### src/rtl/fadd_arb_pkg.sv
// Shared types and constants for the FP32 adder-sharing arbiter.
// Latency: n/a (declarations only).
// Backpressure: n/a (declarations only).
package fadd_arb_pkg;

   localparam int N_REQ_DEF    = 4;
   localparam int FADD_LATENCY = 3;

   // Tag ids are sized for the largest supported requester count (8) so the
   // struct does not depend on the top-level parameter.
   localparam int N_REQ_MAX = 8;
   localparam int TAG_ID_W  = $clog2(N_REQ_MAX);

   typedef enum logic [1:0] {
      RUN   = 2'd0,
      DRAIN = 2'd1,
      HELD  = 2'd2
   } arb_state_t;

   typedef struct packed {
      logic                valid;
      logic [TAG_ID_W-1:0] id;
   } tag_t;

endpackage

### src/rtl/fadd_share_arb_rr_pick.sv
// Round-robin picker: first set bit of req, searching cyclically from ptr.
// Latency: purely combinational.
// Backpressure: none; the caller decides whether the pick is used.
// Ports: req (candidates), ptr (search start), gnt (one-hot pick),
//        idx (binary index of pick), any (some candidate was found).
module rr_pick
   import fadd_arb_pkg::*;
#(
   parameter int N  = 4,
   parameter int IW = (N > 1) ? $clog2(N) : 1
) (
   input  logic [N-1:0]  req,
   input  logic [IW-1:0] ptr,
   output logic [N-1:0]  gnt,
   output logic [IW-1:0] idx,
   output logic          any
);

   always_comb begin
      gnt = '0;
      idx = '0;
      any = 1'b0;
      for (int k = 0; k < N; k++) begin
         int j;
         j = int'(ptr) + k;
         if (j >= N) j = j - N;
         if (!any && req[j]) begin
            any    = 1'b1;
            gnt[j] = 1'b1;
            idx    = IW'(j);
         end
      end
   end

endmodule

### src/rtl/fadd_share_arb.sv
// Time-shares one pipelined FP32 adder between N_REQ requesters, round-robin.
// Latency: handshake to resp_valid is LATENCY+1 edges; one issue per cycle.
// Backpressure: req_ready grants at most one requester per cycle (none while
//               draining/held); responses have no backpressure.
// Ports: clk/rstn; req_valid/req_ready/req_a/req_b/req_sub per requester;
//        resp_valid (one-hot strobe) + shared resp_data; hold/idle quiesce;
//        busy; fadd_a/fadd_b registered adder operands, fadd_c adder result.
module fadd_share_arb
   import fadd_arb_pkg::*;
#(
   parameter int N_REQ   = N_REQ_DEF,
   parameter int LATENCY = FADD_LATENCY
) (
   input  logic                   clk,
   input  logic                   rstn,
   input  logic [N_REQ-1:0]       req_valid,
   output logic [N_REQ-1:0]       req_ready,
   input  logic [N_REQ-1:0][31:0] req_a,
   input  logic [N_REQ-1:0][31:0] req_b,
   input  logic [N_REQ-1:0]       req_sub,
   output logic [N_REQ-1:0]       resp_valid,
   output logic [31:0]            resp_data,
   input  logic                   hold,
   output logic                   idle,
   output logic                   busy,
   output logic [31:0]            fadd_a,
   output logic [31:0]            fadd_b,
   input  logic [31:0]            fadd_c
);

   localparam int IW    = (N_REQ > 1) ? $clog2(N_REQ) : 1;
   localparam int CNT_W = $clog2(LATENCY + 3);

   arb_state_t         state_q, state_d;
   logic [IW-1:0]      ptr_q;
   logic [N_REQ-1:0]   pick_gnt;
   logic [IW-1:0]      pick_idx;
   logic               pick_any;
   logic               issue;
   tag_t               tag_in;
   tag_t               tag_q [LATENCY+1];
   tag_t               tag_out;
   logic [N_REQ-1:0]   resp_hit;
   logic [CNT_W-1:0]   cnt_q;

   rr_pick #(
      .N  (N_REQ),
      .IW (IW)
   ) u_pick (
      .req (req_valid),
      .ptr (ptr_q),
      .gnt (pick_gnt),
      .idx (pick_idx),
      .any (pick_any)
   );

   // ---------------------------------------------------------------
   // Control FSM. Grants are only offered in RUN; rstn also masks them
   // so req_ready reads 0 while reset is held.
   // ---------------------------------------------------------------
   always_ff @(posedge clk or negedge rstn) begin
      if (!rstn) state_q <= RUN;
      else       state_q <= state_d;
   end

   always_comb begin
      state_d   = state_q;
      req_ready = '0;
      issue     = 1'b0;
      case (state_q)
         RUN: begin
            if (rstn) begin
               req_ready = pick_gnt;
               // pick_gnt is a subset of req_valid, so a pick is a handshake
               issue     = pick_any;
            end
            if (hold) state_d = DRAIN;
         end
         DRAIN: begin
            if (!hold)               state_d = RUN;
            else if (cnt_q == '0)    state_d = HELD;
         end
         HELD: begin
            if (!hold) state_d = RUN;
         end
         default: state_d = RUN;
      endcase
   end

   assign idle = (state_q == HELD);
   assign busy = (cnt_q != '0);

   // ---------------------------------------------------------------
   // Pointer and issue registers
   // ---------------------------------------------------------------
   always_ff @(posedge clk or negedge rstn) begin
      if (!rstn) begin
         ptr_q  <= '0;
         fadd_a <= '0;
         fadd_b <= '0;
      end else if (issue) begin
         ptr_q  <= (pick_idx == IW'(N_REQ - 1)) ? '0 : pick_idx + IW'(1);
         fadd_a <= req_a[pick_idx];
         // subtraction is addition with the sign of b flipped
         fadd_b <= req_b[pick_idx] ^ {req_sub[pick_idx], 31'b0};
      end
   end

   // ---------------------------------------------------------------
   // Tag pipeline: stage 0 is aligned with fadd_a/fadd_b, the last
   // stage is aligned with fadd_c.
   // ---------------------------------------------------------------
   always_comb begin
      tag_in.valid = issue;
      tag_in.id    = issue ? TAG_ID_W'(pick_idx) : '0;
   end

   always_ff @(posedge clk or negedge rstn) begin
      if (!rstn) begin
         for (int k = 0; k <= LATENCY; k++) tag_q[k] <= '0;
      end else begin
         tag_q[0] <= tag_in;
         for (int k = 1; k <= LATENCY; k++) tag_q[k] <= tag_q[k-1];
      end
   end

   assign tag_out = tag_q[LATENCY];

   always_comb begin
      resp_hit = '0;
      for (int i = 0; i < N_REQ; i++)
         resp_hit[i] = tag_out.valid && (tag_out.id == TAG_ID_W'(i));
   end

   // ---------------------------------------------------------------
   // Response register
   // ---------------------------------------------------------------
   always_ff @(posedge clk or negedge rstn) begin
      if (!rstn) begin
         resp_valid <= '0;
         resp_data  <= '0;
      end else begin
         resp_valid <= resp_hit;
         if (tag_out.valid) resp_data <= fadd_c;
      end
   end

   // ---------------------------------------------------------------
   // In-flight counter: issue to response load
   // ---------------------------------------------------------------
   always_ff @(posedge clk or negedge rstn) begin
      if (!rstn) begin
         cnt_q <= '0;
      end else begin
         case ({issue, tag_out.valid})
            2'b10:   cnt_q <= cnt_q + CNT_W'(1);
            2'b01:   cnt_q <= cnt_q - CNT_W'(1);
            default: cnt_q <= cnt_q;
         endcase
      end
   end

endmodule

### config.mk
export PLATFORM = sky130hd
export DESIGN_NAME = fadd_share_arb
export DESIGN_NICKNAME = d
export VERILOG_FILES = /design/src/rtl/fadd_arb_pkg.sv /design/src/rtl/fadd_share_arb_rr_pick.sv /design/src/rtl/fadd_share_arb.sv
export SDC_FILE = /design/constraint.sdc
export NUM_CORES = 1
export LEC_CHECK = 0
export BUFFER_PORTS_ARGS = -buffer_cell sky130_fd_sc_hd__buf_2
export CORE_AREA = 4 4 154 156
export DETAILED_ROUTE_END_ITERATION = 12
export DIE_AREA = 0 0 158 160
export HOLD_SLACK_MARGIN = 0.05
export PLACE_DENSITY = 0.63
export SLEW_MARGIN = 0
export SYNTH_ARGS = -nofsm -noshare
export SYNTH_HDL_FRONTEND = slang
export SYNTH_SLANG_ARGS = --single-unit
### constraint.sdc
create_clock -name clk -period 7.5 [get_ports clk]
set_input_delay 0.75 -clock clk [delete_from_list [all_inputs] [get_ports clk]]
set_output_delay 0.75 -clock clk [all_outputs]
set_load 0.01 [all_outputs]
== Yosys cells after proc, flatten, opt, wreduce, memory -nomap -nowiden ==
Index checks and enable logic that the tools add are counted.

* $add $sub $neg: 10
* Order comparisons: 13
* Eq/ne operators: 11
* Muxes and demuxes: 54
* Bitwise gates (word level): 4
* Reductions and logical operators: 20

{| class="wikitable"
|+ Operators by type and width
! kind !! number
|-
| two-way mux 32 bit || 6
|-
| binary-select mux 32 bit (select 2 bit) || 2
|-
| >= comparator 32 x 1 -> 1 bit, second input constant || 4
|-
| less-than comparator 32 x 4 -> 1 bit, second input constant || 4
|-
| >= comparator 32 x 4 -> 1 bit, second input constant || 3
|-
| subtractor 32 x 4 -> 32 bit, second input constant || 3
|-
| bitwise XOR 32 bit || 1
|-
| two-way mux 4 bit || 6
|-
| two-way mux 2 bit || 10
|-
| two-way mux 1 bit || 19
|-
| OR 4 bit || 3
|-
| logical AND 1 bit || 11
|-
| binary-select mux 1 bit (select 2 bit) || 5
|-
| equality test 2 bit, second input constant || 5
|-
| demux 1 bit (select 2 bit) || 4
|-
| adder 2 x 2 -> 3 bit, second input constant || 2
|-
| equality test 2 x 1 -> 1 bit, second input constant || 3
|-
| logical NOT 3 bit || 2
|-
| one-hot mux 2 bit (3 select lines) || 1
|-
| one-hot mux 3 bit (2 select lines) || 1
|-
| != test 2 bit, second input constant || 2
|-
| subtractor 2 x 3 -> 4 bit, second input constant || 1
|-
| adder 2 x 1 -> 3 bit, second input constant || 1
|-
| adder 3 x 1 -> 3 bit, second input constant || 1
|-
| other kinds (10) || 12
|}

* Flip-flop bits (word level): 119
* Output and inout bits: 106
* Logic and storage cells: 127

== Logic depth before layout (Yosys ltp) ==
Gate-level depths: netlist of the first run.

* Depth in word-level cells: 19
* Depth in mapped cells: 12
* Gate-level depth less buffers: 9

== Modules after synthesis ==
A second synthesis of the first run with hierarchy kept.

* Cells, all modules: 393
* Area, all modules: 6388.6 um2

{| class="wikitable"
|+ By module, submodules not included
! module !! times used !! cells each !! area each (um2)
|-
| fadd_share_arb || 1 || 345 || 5931.9
|-
| rr_pick || 1 || 48 || 456.7
|}

== Least setup slack after synthesis of the first run ==
Ideal clock, no wire load.

* Kind: register to output
* From: register ptr_q[0]
* To: output req_ready[0]
* Arrival time: 2.829 ns
* Setup slack: 3.921 ns
* Cell stages (with the launch flop): 11
* Buffers on the path: 3
* Cells stage by stage: dfrtp_1 > buf_2 > inv_2 > buf_1 > ha_1 > mux4_2 > nor2b_1 > clkbuf_1 > a221o_1 > o21ai_0 > a21oi_1

* Word-level cells in the longest chain between the ends: 17
* Elaborated cells on any way between the ends: 65
* Classes of those cells: add/sub (7); order compare (12); mux (33); bitwise (3); reduce/logical (10)

{| class="wikitable"
|+ RTL lines
! item !! line !! RTL
|-
| from (decl) || fadd_share_arb.sv:35 || <nowiki>logic [IW-1:0] ptr_q;</nowiki>
|-
| from (signal assigned) || fadd_share_arb.sv:102 || <nowiki>ptr_q <= (pick_idx == IW'(N_REQ - 1)) ? '0 : pick_idx + IW'(1);</nowiki>
|-
| branches (longest 14 deep; another with subtractor 32 x 4 -> 32 bit) || n/a ||
|-
| two-way mux 4 bit (*) || fadd_share_arb_rr_pick.sv:27 || <nowiki>if (!any && req[j]) begin</nowiki>
|-
| two-way mux 4 bit (*) || fadd_share_arb.sv:72 || <nowiki>if (rstn) begin</nowiki>
|-
| two-way mux 4 bit (*) || fadd_share_arb.sv:70 || <nowiki>case (state_q)</nowiki>
|-
| to (decl) || fadd_share_arb.sv:17 || <nowiki>output logic [N_REQ-1:0] req_ready,</nowiki>
|}

Every way passes the cells marked *. The select of a mux whose other input is x is not followed.

== Worst setup path in the final report of the first run ==
Same ends and word-level chain as after synthesis.

==> results, run 1 <==
- Counting flops and latches in the post-synthesis netlist gives 119.
- The number of slew-limit violations in the final report came to 0.
- The highest cell delay on the worst timing path is 1.06 ns.
- Counting cells, the worst reg-to-reg path comes to 9.
- The number of global-route vias before repair came to 7545.
- Across the run, the number of max-cap violations was 0.
- Using the TritonRoute via totals, the vias-per-cell ratio works out to 5.42.
- Global routing finished with a remaining overflow of 0.
- Synthesis produced a netlist whose cell count is 733.
- The via count is 7525.
- The H-tree generated during clock tree synthesis spans 4 levels.
- Entering global routing, the biggest net connects 73 pins.
- The register-to-register path setup slack is 2.24 ns.
- The netlist area before placement is 7400 um2.
- Relative to the synthesized area, the layout overhead comes to 36.9%.
- The worst register-to-register path ends at fadd_a[7].
- The post-route DRC violation count is 0.
- Ranked by total cell area, the synthesized netlist is headed by dfrtp_1 40%, mux2_2 6.1%, mux2_4 5.5%.
- For this block, the routed nets add up to 27200 um of wire.
- IR analysis of the VDD net gives a maximum drop of 0.235 mV.
- The endpoint required time on the critical path is 6.75 ns.
- The number of enable-type register cells in the synthesized netlist is 0.
- The number of clock buffers inserted by TritonCTS is 17.
- The first global-routing pass estimated 41400 um of wire.
- The most common flop cell mapped by yosys is dfrtp_1.
- The worst register-to-register path begins at ptr_q[0].
- The Yosys step of the flow raised 0 warnings.
- In this run, the number of DRC markers left after iteration 0 of detailed routing was 544.
- In the final routed layout, each cell accounts on average for 19.6 um.
- The number of buffers on the longest clock path is 2.
- The kind of capture point of the worst setup path is a primary output.
- The upper clock frequency limit is 0.179 GHz.
- The reported leakage power is 4.94 nW.
- The number of setup buffers added after CTS is 0.
- Setup violations remaining at the end of the flow were counted as 0.
- The routability congestion estimate from global placement is 0.850.
- The nature of the critical path startpoint is a flip-flop.
- In the layout the commonest cells are 403 x buf_2, 119 x dfrtp_1, 71 x o21ai_0.
- The net count after synthesis is 1038.
- The combined buffer and inverter count along the critical path is 2.
- The clock-pin slew of the registers on the worst-case setup and hold paths is 0.06 ns.
- The floorplan die width is 158 um.
- The vertical die dimension is 160 um.
- The power per standard cell area is 415 nW/um2.
- The maximum fanout along the worst path is 63.
- The cell with the biggest individual delay on the critical path is nor2b_2.
- The critical path goes through inv_2, ha_1, mux4_2, nor2b_2, a221o_1, o21ai_0, a21oi_1, buf_2.
- The final design utilization is 45.3%.
- The number of hold violations in the final report was 0.
- The sequential cell area fraction in the yosys report is 40.2%.
- The arrival time at the worst endpoint is 4.85 ns.
- OpenSTA, run right after detailed placement, puts the worst setup slack at 2.26 ns.
- The routed design could run at a clock period as short as 5.60 ns.
- Clock latency on the worst-skew pair, taken at its later pin, is 0.42 ns.
- The transition time at the pin with the least slew margin is 1.34 ns.
- Global routing used 20.6% of the available tracks.
- The critical path is of the reg -> out type.
- During I/O placement, the number of pins put on the boundary was 405.
- The core region is 22400 um2.
- After layout, the worst setup slack is 1.90 ns.
- The run finished with clean final reports.
- The synthesized design spends more area on one cell type than any other, namely dfrtp_1.
- After layout, the worst path uses 74.7% of the clock period.
- The first TritonRoute pass finished after 5 iterations.
- The cell sitting at the root of the clock tree is a clkbuf_16.
- The headroom to the max-slew limit is 10.4%.
- The mean post-synth cell area is 10.1 um2.
- The die covers 25300 um2.
- The final setup TNS is 0 ns.
- The quantity of gates resized following cts is 0.
- The number of distinct library cells after synthesis is 47.
- On the final layout, the worst clock skew is 0.0124 ns.
- The tightest min-delay check is of the in -> async type.
- In this run the remaining antenna-violating nets after routing total 0.
- The proportion of synthesized flip-flops having asynchronous set or reset is 100%.
- The leading cell type in the layout, fill and taps excluded is buf_2.
- The portion of synthesized cell area occupied by the leading cell type is 40.2%.
- The kind of cell adding the most delay to the critical path is simple AND/OR/NAND/NOR gates.
- The clock tree from TritonCTS is built.
- After floorplanning, the core was divided into 55 placement rows.
- Detailed placement ended at an HPWL of 19500 um.
- The count of buffers added on input and output ports is 404.
- Cells with a size suffix above 1 make up 50.6% of the layout.
- The number of buffers inserted by hold repair at cts is 0.
- The initial utilization of the core area, before any placement, comes to 33.1%.
- The initial antenna violation count is 3.
- The CTS sink count is 119.
- The post-layout net count is 1393.
- Setup repair after global routing left no endpoint under its margin.
==> layer usage <==
| layer | global-route usage (%) | share of wire, % | vias to the layer above |
|---|---|---|---|
| met5 | 0 | 0.026 | - |
| met4 | 6.75 | 2.9 | 2 |
| met3 | 4.85 | 7.3 | 54 |
| met2 | 34.3 | 49 | 325 |
| met1 | 26.3 | 41 | 3590 |
| li1 | - | - | 3554 |
==> through the flow <==
stage | power, mW | cell area (um2) | std cells | hold slack (ns)
2_1_floorplan | 2.75 | 7400 | 733 | 0.331
3_3_place_gp | 3.38 | 9560 | 1354 | 0.333
3_5_place_dp | 3.43 | 9560 | 1354 | 0.335
4_1_cts | 4.25 | 10100 | 1386 | 0.280
5_1_grt | 4.50 | 10100 | 1388 | 0.280
6_report | 4.20 | 10100 | 1388 | 0.250
==> final cells by class <==
type / instances / area (um2)
diodes: 2 / 5.00
clock buffers: 17 / 425
clock inverters: 15 / 146
fillers: 2161 / 12200
inverters: 9 / 33.8
multi-input cells: 529 / 4100
flip-flops and latches: 119 / 2980
well taps: 285 / 357
repair buffers: 412 / 2090
==> state kept, by name, indices dropped and copies added, names as in the netlist <==
signal,flops
cnt_q,3
resp_valid,4
fadd_b,32
tag_q,9
tag_out,3
state_q,2
fadd_a,32
resp_data,32
ptr_q,2
==> synth_stat cells, types with 3 or more instances <==
| master | instances |
|---|---|
| dfrtp_1 | 119 |
| o21ai_0 | 71 |
| a21oi_1 | 69 |
| nand3_1 | 65 |
| clkbuf_1 | 51 |
| mux2_2 | 40 |
| nand2_1 | 40 |
| a221o_1 | 39 |
| mux2i_1 | 34 |
| o211ai_1 | 29 |
| o221a_2 | 29 |
| o221ai_1 | 29 |
| mux2_4 | 27 |
| buf_1 | 13 |
| nor2_1 | 8 |
| inv_1 | 7 |
| buf_2 | 6 |
| ha_1 | 5 |
| nor3_1 | 4 |
| xnor2_1 | 4 |
| xor2_1 | 4 |
| and3b_1 | 3 |
| buf_4 | 3 |
| buf_6 | 3 |
| mux4_2 | 3 |
| nor2b_1 | 3 |
==> where the power goes <==
group	switching [mW]	internal (mW)
clock	0.356	0.444
combinational	1.32	1.02
sequential	0.155	0.900
==> how the worst max path moves through the flow <==
stage	to	cells past startpoint	start	slack, ns
global placement	fadd_a[29]	9	ptr_q[0]	2.39
global route	req_ready[0]	8	ptr_q[0]	1.59
detailed placement	fadd_a[6]	9	ptr_q[0]	2.26
floorplan	req_ready[0]	10	ptr_q[0]	3.92
CTS	req_ready[0]	8	ptr_q[0]	1.89
finish	req_ready[0]	8	ptr_q[0]	1.90
==> kinds of logic (layout without fill, tap and decap cells) <==
family                     Yosys count  after routing  share of synthesized area, %
AOI/OAI and AO/OA                  275            275                          26.7
and+or+nand+nor                    136            136                          9.09
DFF                                119            119                          40.2
muxes                              104            104                          17.1
buffers and inverters               85            453                          4.87
xor gates and xnor gates             8              8                         0.946
adders and majority gates            6              6                          1.12
other                                0              2                             0
Power figures use the tool's default switching activity.
==> run 2: changes to the inputs <==
--- a/config.mk
+++ b/config.mk
@@ -6,11 +6,11 @@
 export NUM_CORES = 1
 export LEC_CHECK = 0
 export BUFFER_PORTS_ARGS = -buffer_cell sky130_fd_sc_hd__buf_2
-export CORE_AREA = 4 4 154 156
+export CORE_AREA = 4 4 157 159
 export DETAILED_ROUTE_END_ITERATION = 12
-export DIE_AREA = 0 0 158 160
+export DIE_AREA = 0 0 161 163
 export HOLD_SLACK_MARGIN = 0.05
-export PLACE_DENSITY = 0.63
+export PLACE_DENSITY = 0.64
 export SLEW_MARGIN = 0
 export SYNTH_ARGS = -nofsm -noshare
 export SYNTH_HDL_FRONTEND = slang
==> constraint.sdc (replaced) <==
create_clock -name clk -period 5 [get_ports clk]
set_input_delay 0.5 -clock clk [delete_from_list [all_inputs] [get_ports clk]]
set_output_delay 0.5 -clock clk [all_outputs]
set_load 0.01 [all_outputs]
==> results, run 2 (synthesis gave the netlist of run 1 again) <==
- Setup repair after global routing left no endpoint under its margin.
- The cell area after layout is 10200 um2 (+1.1%).
- The worst setup path is launched from a flip-flop.
- The worst path in the final design needs a cycle of 4.15 ns, including I/O delays and setup.
- The number of H-tree branching levels is 4 (unchanged).
- The area of the core region is 23300 um2 (+4.0%).
- The buffers inserted during post-CTS setup optimization is 0 (unchanged).
- The min-delay analysis places its worst path in the category in -> async.
- The remaining antenna violation count is 0 (unchanged).
- The worst hold-check slack is 0.270 ns (+0.0195 ns).
- The relative contribution of sequential cells to total power is 24.8% (-0.3 points).
- The cell chosen for the clock root is clkbuf_16.
- The maximum fanout along the worst path came to 31 (-51%).
- The final critical path takes up 83.1% of the cycle.
- The number of clock buffers inserted by TritonCTS is 17 (unchanged).
- The vertical die dimension was 163 um (+1.9%).
- The global-route wire length before repair was 42100 um (+1.6%).
- The floorplan die width came to 161 um (+1.9%).
- The power per standard cell area is 625 nW/um2 (+51%).
- The port buffer count is 404 (unchanged).
- The post-DP HPWL is 20000 um (+2.6%).
- The library cell used most frequently in the layout, excluding fill and tap cells, is buf_2.
- The source-to-sink clock delay at the later pin of the worst-skew pair is 0.41 ns (about the same).
- The CTS sink count came to 119 (unchanged).
- Relative to the synthesized area, the layout overhead comes to 38.4%.
- The total global-route track usage was 20.1% (-0.45 points).
- The initial antenna violation count came to 1 (-2).
- The via count is 7694 (+2.2%).
- The number of placement rows is 56 (+1.8%).
- The number of setup violations in the final report is 0 (unchanged).
- The worst clock skew on the final layout came to 0.0101 ns (-0.00229 ns).
- The transition time at the pin with the least slew margin came to 1.06 ns (-0.273 ns).
- The routability congestion estimate from global placement was 0.803 (-5.6%).
- The initial core utilization is 31.8% (-1.3 points).
- The mean routed wirelength per cell is 19.4 um (-0.71%).
- The number of iterations in the first detailed-routing pass was 6 (+1).
- The aggregate routed wire length is 27800 um (+2.3%).
- The reported leakage power is 4.99 nW (+0.90%).
- The clock tree from TritonCTS is built.
- The quantity of gates resized following cts was 0 (unchanged).
- The share of total power consumed by net switching is 43.9% (+0.22 points).
- The share of total power in combinational logic came to 56.3% (+0.4 points).
- The maximum vdd drop is 0.397 mV (+69%).
- The run finished with clean final reports.
- The largest registers in the layout are fadd_a (32), fadd_b (32), resp_data (32).
- The I/O pin total is 405 (unchanged).
- The violation count after the first detailed-route iteration is 531 (-2.4%).
- The number of buffers inserted by hold repair at cts came to 0 (unchanged).
- The clock network fraction of design power is 19.0% (about the same).
- The number of hold violations in the final report came to 0 (unchanged).
- The final cell count without fillers came to 1430 (+3.0%).
- The number of global-route vias before repair is 7743 (+2.6%).
- The endpoint required time on the critical path is 5.27 ns (-1.48 ns).
- The number of slew-limit violations in the final report is 0 (unchanged).
- The register-to-register path setup slack was 0.85 ns (-1.39 ns).
- The final setup TNS is 0 ns (unchanged).
- The post-route DRC violation count is 0 (unchanged).
- The vias per cell came to 5.38 (-0.76%).
- The number of cells after detailed placement is 1397 (+3.2%).
- The worst setup path is of the reg -> reg kind.
- The total overflow reported by the global router came to 0 (unchanged).
- The pin count of the biggest net entering global routing is 68 (-6.8%).
- The count of max-cap constraint violations is 0 (unchanged).
- In the layout the commonest cells are 403 x buf_2, 119 x dfrtp_1, 71 x o21ai_0.
- The design internal power is 3.59 mW (+52%).
- The post-layout net count was 1402 (+0.65%).
- The headroom to the max-slew limit is 28.8% (+18 points).
- The clock-pin slew of the registers on the worst-case setup and hold paths came to 0.07 ns (about the same).
- STA classifies the critical path endpoint as a flip-flop.
- Static timing analysis puts the maximum clock frequency at 0.241 GHz.
- The placed instance area is 9670 um2 (+1.2%).
- The arrival time at the worst endpoint was 4.43 ns (-0.42 ns).
- The total chip power was 6.40 mW (+52%).
- The proportion of layout cells with a drive suffix above 1 is 51.0% (+0.40 points).
- The number of buffers on the longest clock path came to 2 (unchanged).
- The die area is 26200 um2 (+3.8%).
- The switching power of the nets was 2.81 mW (+53%).
run 2: per-layer routing:
metal  global-route usage, %  share of wire, %  vias to the layer above
met4                    7.75               2.7                        0
li1                        -                 -                     3572
met5                       0                 0                        -
met1                    25.3                41                     3712
met3                    4.73               6.6                       46
met2                    33.8                50                      364
run 2: worst max-delay path: stages (launching register included):
cell,delay (ns)
dfrtp_1,0.79
inv_2,0.07
ha_1,0.37
mux4_2,0.46
nand2b_4,0.42
nand3_1,0.86
buf_4,0.48
o221a_2,0.25
o221ai_1,0.17
o211ai_1,0.12
run 2: area by class of cell:
class | count | area, um2
fill | 2319 | 13000
multi-input combinational | 529 | 4100
inverter | 9 | 33.8
clock inverter | 15 | 151
antenna | 1 | 2.50
sequential | 119 | 2980
clock buffer | 17 | 425
tap | 319 | 399
timing repair buffer | 421 | 2160
run 2: through the flow:
| step | setup WS [ns] | util [%] |
|---|---|---|
| global route | 0.585 | 44.0 |
| CTS | 0.867 | 44.0 |
| floorplan | 1.67 | - |
| finish | 0.847 | 44.0 |
| detailed placement | 0.886 | 41.6 |
| global placement | 0.943 | 41.6 |
run 2: worst paths after layout:
| path | cells after the start | from | end |
|---|---|---|---|
| setup / recovery | 9 | ptr_q[0] | fadd_a[15] |
| hold / removal | 2 | rstn | fadd_a[26] |
| setup reg to reg | 9 | ptr_q[0] | fadd_a[15] |
| hold reg to reg | 0 | tag_q[15] | tag_q[11] |
| max in group asynchronous | 3 | rstn | fadd_a[23] |
| min in group clk | 2 | fadd_c[18] | resp_data[18] |
run 2: power groups by stage:
stage | Sequential (mW) | Clock (mW) | Combinational (mW)
after global placement | 1.59 | 0 | 3.55
after detailed placement | 1.59 | 0 | 3.62
after global routing | 1.64 | 1.30 | 3.91
after CTS | 1.59 | 1.25 | 3.61
final | 1.58 | 1.21 | 3.60
after floorplan | 1.71 | 0 | 2.41
